$ cat config.mk
export PLATFORM = sky130hd
export DESIGN_NAME = clk_div_gen_flat
export DESIGN_NICKNAME = d
export VERILOG_FILES = /design/src/rtl/clk_div_gen_if.sv /design/src/rtl/clk_div_gen.sv /design/src/flat_wrapper.sv
export SDC_FILE = /design/constraint.sdc
export NUM_CORES = 1
export LEC_CHECK = 0
export ABC_AREA = 1
export CORE_ASPECT_RATIO = 1.25
export CORE_MARGIN = 8
export CORE_UTILIZATION = 50
export DETAILED_ROUTE_END_ITERATION = 10
export PLACE_DENSITY = 0.66
export SETUP_SLACK_MARGIN = 0.02
export SLEW_MARGIN = 25
export SYNTH_ARGS = -nofsm -noshare
export SYNTH_HDL_FRONTEND = slang
export SYNTH_SLANG_ARGS = --single-unit
$ cat constraint.sdc
create_clock -name clk -period 3.41 [get_ports clk]
set_input_delay 0.8525 -clock clk [delete_from_list [all_inputs] [get_ports clk]]
set_output_delay 0.8525 -clock clk [all_outputs]
set_load 0.02 [all_outputs]
$ cat src/rtl/clk_div_gen_if.sv
// Control and status bundle for clk_div_gen: the master side drives the DCM ready and
// run enable, and the divider (slave side) returns the derived timebase.
interface clk_div_gen_if;
    logic       src_ready;
    logic       en;
    logic       tick;
    logic       clk_div;
    logic       ready;
    logic [7:0] tick_cnt;

    modport master (
        output src_ready, en,
        input  tick, clk_div, ready, tick_cnt
    );

    modport slave (
        input  src_ready, en,
        output tick, clk_div, ready, tick_cnt
    );
endinterface

$ cat src/rtl/clk_div_gen.sv
// Fractional clock divider: phase accumulators derive a tick strobe and a square wave at
// OUT_FREQ_KHZ from clk, gated on a synchronised source-ready and a settle period.
module clk_div_gen #(
    parameter int unsigned IN_FREQ_KHZ  = 27000,
    parameter int unsigned OUT_FREQ_KHZ = 1000,
    parameter int unsigned SETTLE_TICKS = 4,
    parameter int unsigned ACC_W        = 32
) (
    input logic          clk,
    input logic          rst_b,
    clk_div_gen_if.slave bus
);

    localparam longint unsigned AccNeed = longint'(IN_FREQ_KHZ) + 2 * longint'(OUT_FREQ_KHZ);

    if (2 * OUT_FREQ_KHZ > IN_FREQ_KHZ) begin : g_bad_ratio
        $error("clk_div_gen: 2*OUT_FREQ_KHZ must not exceed IN_FREQ_KHZ");
    end
    if (SETTLE_TICKS < 1 || SETTLE_TICKS > 255) begin : g_bad_settle
        $error("clk_div_gen: SETTLE_TICKS must be in 1..255");
    end
    if (ACC_W < 64 && AccNeed >= (64'd1 << ACC_W)) begin : g_bad_width
        $error("clk_div_gen: ACC_W too narrow for IN_FREQ_KHZ + 2*OUT_FREQ_KHZ");
    end

    localparam logic [ACC_W-1:0] StepTick = ACC_W'(OUT_FREQ_KHZ);
    localparam logic [ACC_W-1:0] StepHalf = ACC_W'(2 * OUT_FREQ_KHZ);
    localparam logic [ACC_W-1:0] Modulus  = ACC_W'(IN_FREQ_KHZ);

    typedef enum logic [1:0] {StIdle, StSettle, StLocked} state_e;

    state_e           state_q, state_d;
    logic             sync_q, run_ok_q;
    logic [ACC_W-1:0] tick_acc_q, tick_acc_d;
    logic [ACC_W-1:0] half_acc_q, half_acc_d;
    logic [ACC_W-1:0] tick_sum, half_sum;
    logic             tick_wrap, half_wrap;
    logic [7:0]       settle_q, settle_d;
    logic [7:0]       tick_cnt_q, tick_cnt_d;
    logic             tick_q, tick_d;
    logic             div_q, div_d;

    always_comb begin
        tick_sum   = tick_acc_q + StepTick;
        half_sum   = half_acc_q + StepHalf;
        tick_wrap  = (tick_sum >= Modulus);
        half_wrap  = (half_sum >= Modulus);

        state_d    = state_q;
        tick_acc_d = tick_acc_q;
        half_acc_d = half_acc_q;
        settle_d   = settle_q;
        tick_cnt_d = tick_cnt_q;
        tick_d     = 1'b0;
        div_d      = div_q;

        // Losing the source restarts the timebase from phase 0; tick_cnt survives.
        if (!run_ok_q) begin
            state_d    = StIdle;
            tick_acc_d = '0;
            half_acc_d = '0;
            settle_d   = '0;
            div_d      = 1'b0;
        end else if (bus.en) begin
            if (state_q == StIdle) begin
                state_d = StSettle;
            end else begin
                tick_acc_d = tick_wrap ? (tick_sum - Modulus) : tick_sum;
                half_acc_d = half_wrap ? (half_sum - Modulus) : half_sum;
                if (half_wrap) begin
                    div_d = ~div_q;
                end
                if (tick_wrap) begin
                    tick_d     = 1'b1;
                    tick_cnt_d = tick_cnt_q + 8'd1;
                    if (state_q == StSettle) begin
                        settle_d = settle_q + 8'd1;
                        if (settle_q + 8'd1 == 8'(SETTLE_TICKS)) begin
                            state_d = StLocked;
                        end
                    end
                end
            end
        end
    end

    always_ff @(posedge clk or negedge rst_b) begin
        if (!rst_b) begin
            sync_q     <= 1'b0;
            run_ok_q   <= 1'b0;
            state_q    <= StIdle;
            tick_acc_q <= '0;
            half_acc_q <= '0;
            settle_q   <= '0;
            tick_cnt_q <= '0;
            tick_q     <= 1'b0;
            div_q      <= 1'b0;
        end else begin
            sync_q     <= bus.src_ready;
            run_ok_q   <= sync_q;
            state_q    <= state_d;
            tick_acc_q <= tick_acc_d;
            half_acc_q <= half_acc_d;
            settle_q   <= settle_d;
            tick_cnt_q <= tick_cnt_d;
            tick_q     <= tick_d;
            div_q      <= div_d;
        end
    end

    assign bus.tick     = tick_q;
    assign bus.clk_div  = div_q;
    assign bus.ready    = (state_q == StLocked);
    assign bus.tick_cnt = tick_cnt_q;

endmodule

$ cat src/flat_wrapper.sv
// flat-port wrapper written by rule: the top's interface ports become plain ports
module clk_div_gen_flat 
#(
    parameter int unsigned IN_FREQ_KHZ  = 27000,
    parameter int unsigned OUT_FREQ_KHZ = 1000,
    parameter int unsigned SETTLE_TICKS = 4,
    parameter int unsigned ACC_W        = 32
)
  (clk, rst_b, bus_src_ready, bus_en, bus_tick, bus_clk_div, bus_ready, bus_tick_cnt);
  clk_div_gen_if bus_i ();
  input logic clk;
  input logic rst_b;
  input wire logic [$bits(bus_i.src_ready)-1:0] bus_src_ready;
  input wire logic [$bits(bus_i.en)-1:0] bus_en;
  output wire logic [$bits(bus_i.tick)-1:0] bus_tick;
  output wire logic [$bits(bus_i.clk_div)-1:0] bus_clk_div;
  output wire logic [$bits(bus_i.ready)-1:0] bus_ready;
  output wire logic [$bits(bus_i.tick_cnt)-1:0] bus_tick_cnt;
  assign bus_i.src_ready = bus_src_ready;
  assign bus_i.en = bus_en;
  assign bus_tick = bus_i.tick;
  assign bus_clk_div = bus_i.clk_div;
  assign bus_ready = bus_i.ready;
  assign bus_tick_cnt = bus_i.tick_cnt;
  clk_div_gen #(.IN_FREQ_KHZ(IN_FREQ_KHZ), .OUT_FREQ_KHZ(OUT_FREQ_KHZ), .SETTLE_TICKS(SETTLE_TICKS), .ACC_W(ACC_W)) u_core (.clk(clk), .rst_b(rst_b), .bus(bus_i));
endmodule
== Yosys cells after proc, flatten, opt, wreduce, memory -nomap -nowiden ==
Index checks and enable logic that the tools add are counted.

* Add/subtract/negate cells: 6
* Mux-type cells: 27
* $lt $le $gt $ge: 2
* Shifts and indexed selects: 0
* Div/mod/pow operators: 0
* Bitwise logic cells: 2
* Eq/ne operators: 11
* $mul: 0
* Reduce and logical (&&, ||, !) cells: 6

{| class="wikitable"
|+ Operators by type and width
! kind !! number
|-
| $mux W32 || 8
|-
| $ge A32 B15 Y1 const B || 2
|-
| $sub A32 B15 Y32 const B || 2
|-
| $mux W8 || 5
|-
| $add A32 B10 Y32 const B || 1
|-
| $add A32 B11 Y32 const B || 1
|-
| $add A8 B1 Y8 const B || 2
|-
| $mux W2 || 6
|-
| $reduce_and A4 Y1 || 3
|-
| $ne A2 B2 Y1 const B || 5
|-
| $ne A3 B3 Y1 const B || 3
|-
| $eq A8 B3 Y1 const B || 1
|-
| $mux W1 || 8
|-
| $reduce_and A3 Y1 || 1
|-
| $eq A2 B1 Y1 const B || 1
|-
| $eq A2 B2 Y1 const B || 1
|-
| $logic_not A2 Y1 || 1
|-
| $not A1 Y1 || 2
|-
| $reduce_and A2 Y1 || 1
|}

* Latch bits: 0
* Bits in writable memories: 0
* Output and inout port bits: 11
* Logic and storage cells: 63
* Bits in read-only memories: 0
* Bits in registers: 86
* Bits of input ports: 4
* Memories kept: 0

== Longest topological paths before layout ==
* Depth in word-level cells: 8
* Mapped depth: 19
* Mapped depth without buffers: 19

== Worst setup path after synthesis ==
No wires, ideal clock.

* Path kind: register -> register
* Start point: reg u_core.tick_acc_q[3]
* End point: reg u_core.tick_acc_q[30]
* Data arrival time: 2132 ps
* Setup slack: 1161 ps
* Required time: 3293 ps
* Stages on the path, launching flop included: 14
* Setup time: 117 ps
* Cells stage by stage: dfrtp_1 inv_1 ha_1 nor2_1 nand3_1 o21ai_1 nand2_1 a21oi_1 a21oi_2 nand3_4 buf_6 nand3_1 nand3_1 nand2_1

* Word-level cells in the longest chain between the ends: 6
* Elaborated cells between the ends (all ways): 7

{| class="wikitable"
|+ RTL lines
! element !! RTL line !! text
|-
| from (decl) || clk_div_gen.sv:34 || <nowiki>logic [ACC_W-1:0] tick_acc_q, tick_acc_d;</nowiki>
|-
| from (signal assigned) || clk_div_gen.sv:102 || <nowiki>tick_acc_q <= tick_acc_d;</nowiki>
|-
| $add A32 B10 Y32 * || clk_div_gen.sv:44 || <nowiki>tick_sum = tick_acc_q + StepTick;</nowiki>
|-
| $sub A32 B15 Y32 / $ge A32 B15 Y1 (equally long branches) || clk_div_gen.sv:68, clk_div_gen.sv:46 ||
|-
| $mux W32 * || clk_div_gen.sv:68 || <nowiki>tick_acc_d = tick_wrap ? (tick_sum - Modulus) : tick_sum;</nowiki>
|-
| $mux W32 * || clk_div_gen.sv:65 || <nowiki>if (state_q == StIdle) begin</nowiki>
|-
| $mux W32 * || clk_div_gen.sv:64 || <nowiki>end else if (bus.en) begin</nowiki>
|-
| $mux W32 * || clk_div_gen.sv:58 || <nowiki>if (!run_ok_q) begin</nowiki>
|}

Mark *: on every way between the ends. The rest lies on a longest branch, timed or not. The select of a mux whose other input is x is not followed.
A chain may end at the register's enable or synchronous reset.

== Final worst setup path ==
* Start point: reg u_core.tick_acc_q[3]
* End point: reg u_core.tick_acc_q[7]

Same word-level chain as after synthesis.

==> flow_summary.toml <==
[cells_and_area]
nets = 1284
antenna_cells = 0
drive_gt1_share_pct = 7.277
area_delta_synth_final_pct = 9.141
num-fill-cells = 1489
finalNonFillerCells = 1456

[setup_path]
max_stage_delay_ps = 420
slowest_stage = "dfrtp_1"
cp_top_family = "simple AND/OR/NAND/NOR gates"
crit_arrival_ps = 3280
path_cells = "ha_1 > inv_1 > nand2_1 > nand2_1 > nand2_1 > nand2_1 > nand2_1 > nand2_1 > inv_1 > nor2_2 > nand2_1 > nor2_2 > nand3_4 > buf_4 > nand2_1 > nand2_1 > nand3_1 > nand2_1"
worst-endpoint-required_ps = 3660
path_buf_inv = 3
path_class = "reg -> reg"
path_common_cell = "nand2_1"
endpoint_kind = "register"
reg2regPathDepth = 18
start_kind = "register"
cp.depth = 18
cp_max_fo = 26

[placed_design]
gp_congestion = 0.9604
placed_cells = 1440
portBuffers = 14
hpwl_um = 15900

[synth]
yosys.cell_types.count = 36
synth-adder-area-share_pct = 1.203
synth_edf_count = 0
synthXorXnorAreaFrac_pct = 2.629
yosys-top-cells-area = "dfrtp_1 (27%), nand2_1 (25%), nand3_1 (9.5%), inv_1 (7.8%), nor2_1 (7.6%)"
syn_nets = 1270
synth_top_area_share_pct = 27.49
synth-simple-area-share_pct = 51.37
ys_ff_latch = 80
async_reset_ff_share_pct = 100.0
yosysSeqAreaShare_pct = 27.49
avgSynthCellArea_um2 = 5.784
synth_common_cells = "nand2_1 (493), inv_1 (151), nor2_1 (147)"
ys.flop_type = "dfrtp_1"
synth_cells = 1259
yosys_warnings = 0
synth.mux.area_fraction_pct = 0
synth_top_family_by_area = "simple AND/OR/NAND/NOR gates"
yosys.cell_count.top_type = "nand2_1"
synth_compound_area_share_pct = 7.045
yosys.area.top_type = "dfrtp_1"
synthesis.area_um2 = 7282

[pwr]
p_per_area_nw_per_um2 = 313.3
ir_drop_mv = 0.2498
finalPower_mw = 2.490
power_leakage_nw = 4.326

[hold_path]
hp-class = "reg -> reg"
min_delay_path_depth = 0

[clock_tree]
htree_levels = 3
numCtsBuffers = 9
postCtsSetupRepairBufs = 0
post_cts_resized = 0
cts.sinks = 80
cts_tree = "yes"
cts_root_buf = "clkbuf_16"
postCtsHoldBufs = 0
cts_buffer_depth = 2
clk_latency_ps = 360
cts.clk_slew.worst_paths_ps = 70

[sta]
setup_violations = 0
fin_crit_sh_pct = 88.80
slew_headroom_pct = 56.44
finalCriticalPeriod_ps = 3028
fmax_mhz = 330.2
finalHoldViolations = 0
slew_viol_final = 0
rsz0062_at_grt = "no"
tightestPinTransition_ps = 647.6
setup_tns_ps = 0
fin_skew_ps = 13.14

[global_routing]
grt-ovfl-total = 0
first_global_vias = 7317
track_usage_pct = 23.25
antenna_found_initial = 0
grt_max_degree = 47
grt_pass1_wl_um = 34730

[floorplanning]
dieHeight_um = 150.9
die_area_um2 = 18710
design.core.area_um2 = 14350
start_util_pct = 50.76
fp-row-count = 49
io_pins = 15
die_w_um = 123.9

[detailed_routing]
first_iter_violations = 505
routed_via_density = 5.314
drt_pass1_iterations = 5
dr.max_layer_used = "met4"
post_drt_wl_per_cell_um = 14.19
ant_nets = 0
wl_met1_um = 8973
wl_met3_um = 635
vias = 7737
wl_met2_um = 10370
drc = 0
drt-total-wl_um = 20660

[status]
status = "complete, no violations"

[flow_run]
maxCapViolations = 0
==> logic make-up (layout without fill, tap and decap cells) <==
group / count (synthesis) / after routing
compound gates: 94 / 94
xor+xnor: 21 / 21
fa+ha+maj: 7 / 7
buf+inv: 187 / 206
flops: 80 / 80
simple gates: 870 / 870
==> registers in the layout, indices dropped and copies added, names as in the netlist <==
signal and count:
u_core.settle_q 8, u_core.half_acc_q 29, u_core.bus.tick 1, u_core.sync_q 1, u_core.run_ok_q 1, u_core.state_q 2, u_core.bus.tick_cnt 8, u_core.bus.clk_div 1
u_core.tick_acc_q 29
==> where the power goes <==
group	switching, mW	internal (mW)
Clock	0.448	0.598
Sequential	0.0286	0.967
Combinational	0.329	0.119
==> routing by layer <==
layer / track usage [%] / up-vias
met2: 41.96 / 162
met5: 0 / -
met1: 26.56 / 3541
met3: 2.984 / 48
li1: - / 3986
met4: 10.49 / 0
==> area by class of cell <==
type / count / area, µm² / area share, %
Sequential cell: 80 / 2002 / 25.19
Clock buffer: 10 / 239.0 / 3.007
Tap cell: 178 / 222.7 / 2.802
Inverter: 166 / 623.1 / 7.840
Multi-Input combinational cell: 992 / 4548 / 57.23
Timing Repair Buffer: 24 / 237.7 / 2.991
Clock inverter: 6 / 75.07 / 0.9446
==> cell usage in the layout (no fill, tap or decap), types with 5 or more instances in the layout <==
master,instances
a21oi_1,30
buf_4,9
clkbuf_16,9
clkdlybuf4s50_1,13
dfrtp_1,80
ha_1,7
inv_1,151
inv_2,14
nand2_1,493
nand2_2,11
nand3_1,138
nand3b_1,11
nand4_1,28
nor2_1,145
nor2_2,23
nor2_4,7
o21ai_0,24
o21ai_1,26
o22ai_1,5
xnor2_1,6
xor2_1,14
==> stage by stage <==
| step | worst slack (ps) | area [µm²] | hold WS [ps] | utilization (%) |
|---|---|---|---|---|
| 6_report | 382.0 | 7948 | 358.5 | 55.40 |
| 5_1_grt | 20.32 | 7948 | 365.6 | 55.40 |
| 4_1_cts | 386.4 | 7948 | 362.5 | 55.40 |
| 3_5_place_dp | 403.6 | 7634 | 347.6 | 53.21 |
| 3_3_place_gp | 438.6 | 7634 | 332.6 | 53.21 |
| 2_1_floorplan | 1161 | 7282 | 331.2 | - |
==> worst paths after layout <==
path                                           to            startpoint  slack, ps
max                          u_core.tick_acc_q[7]  u_core.tick_acc_q[3]        380
min                               u_core.run_ok_q         u_core.sync_q        360
max reg2reg                  u_core.tick_acc_q[7]  u_core.tick_acc_q[3]        380
min reg2reg                       u_core.run_ok_q         u_core.sync_q        360
max in group asynchronous   u_core.tick_acc_q[27]                 rst_b       2260
min in group asynchronous  u_core.bus.tick_cnt[7]                 rst_b        510
Power figures use the tool's default switching activity.
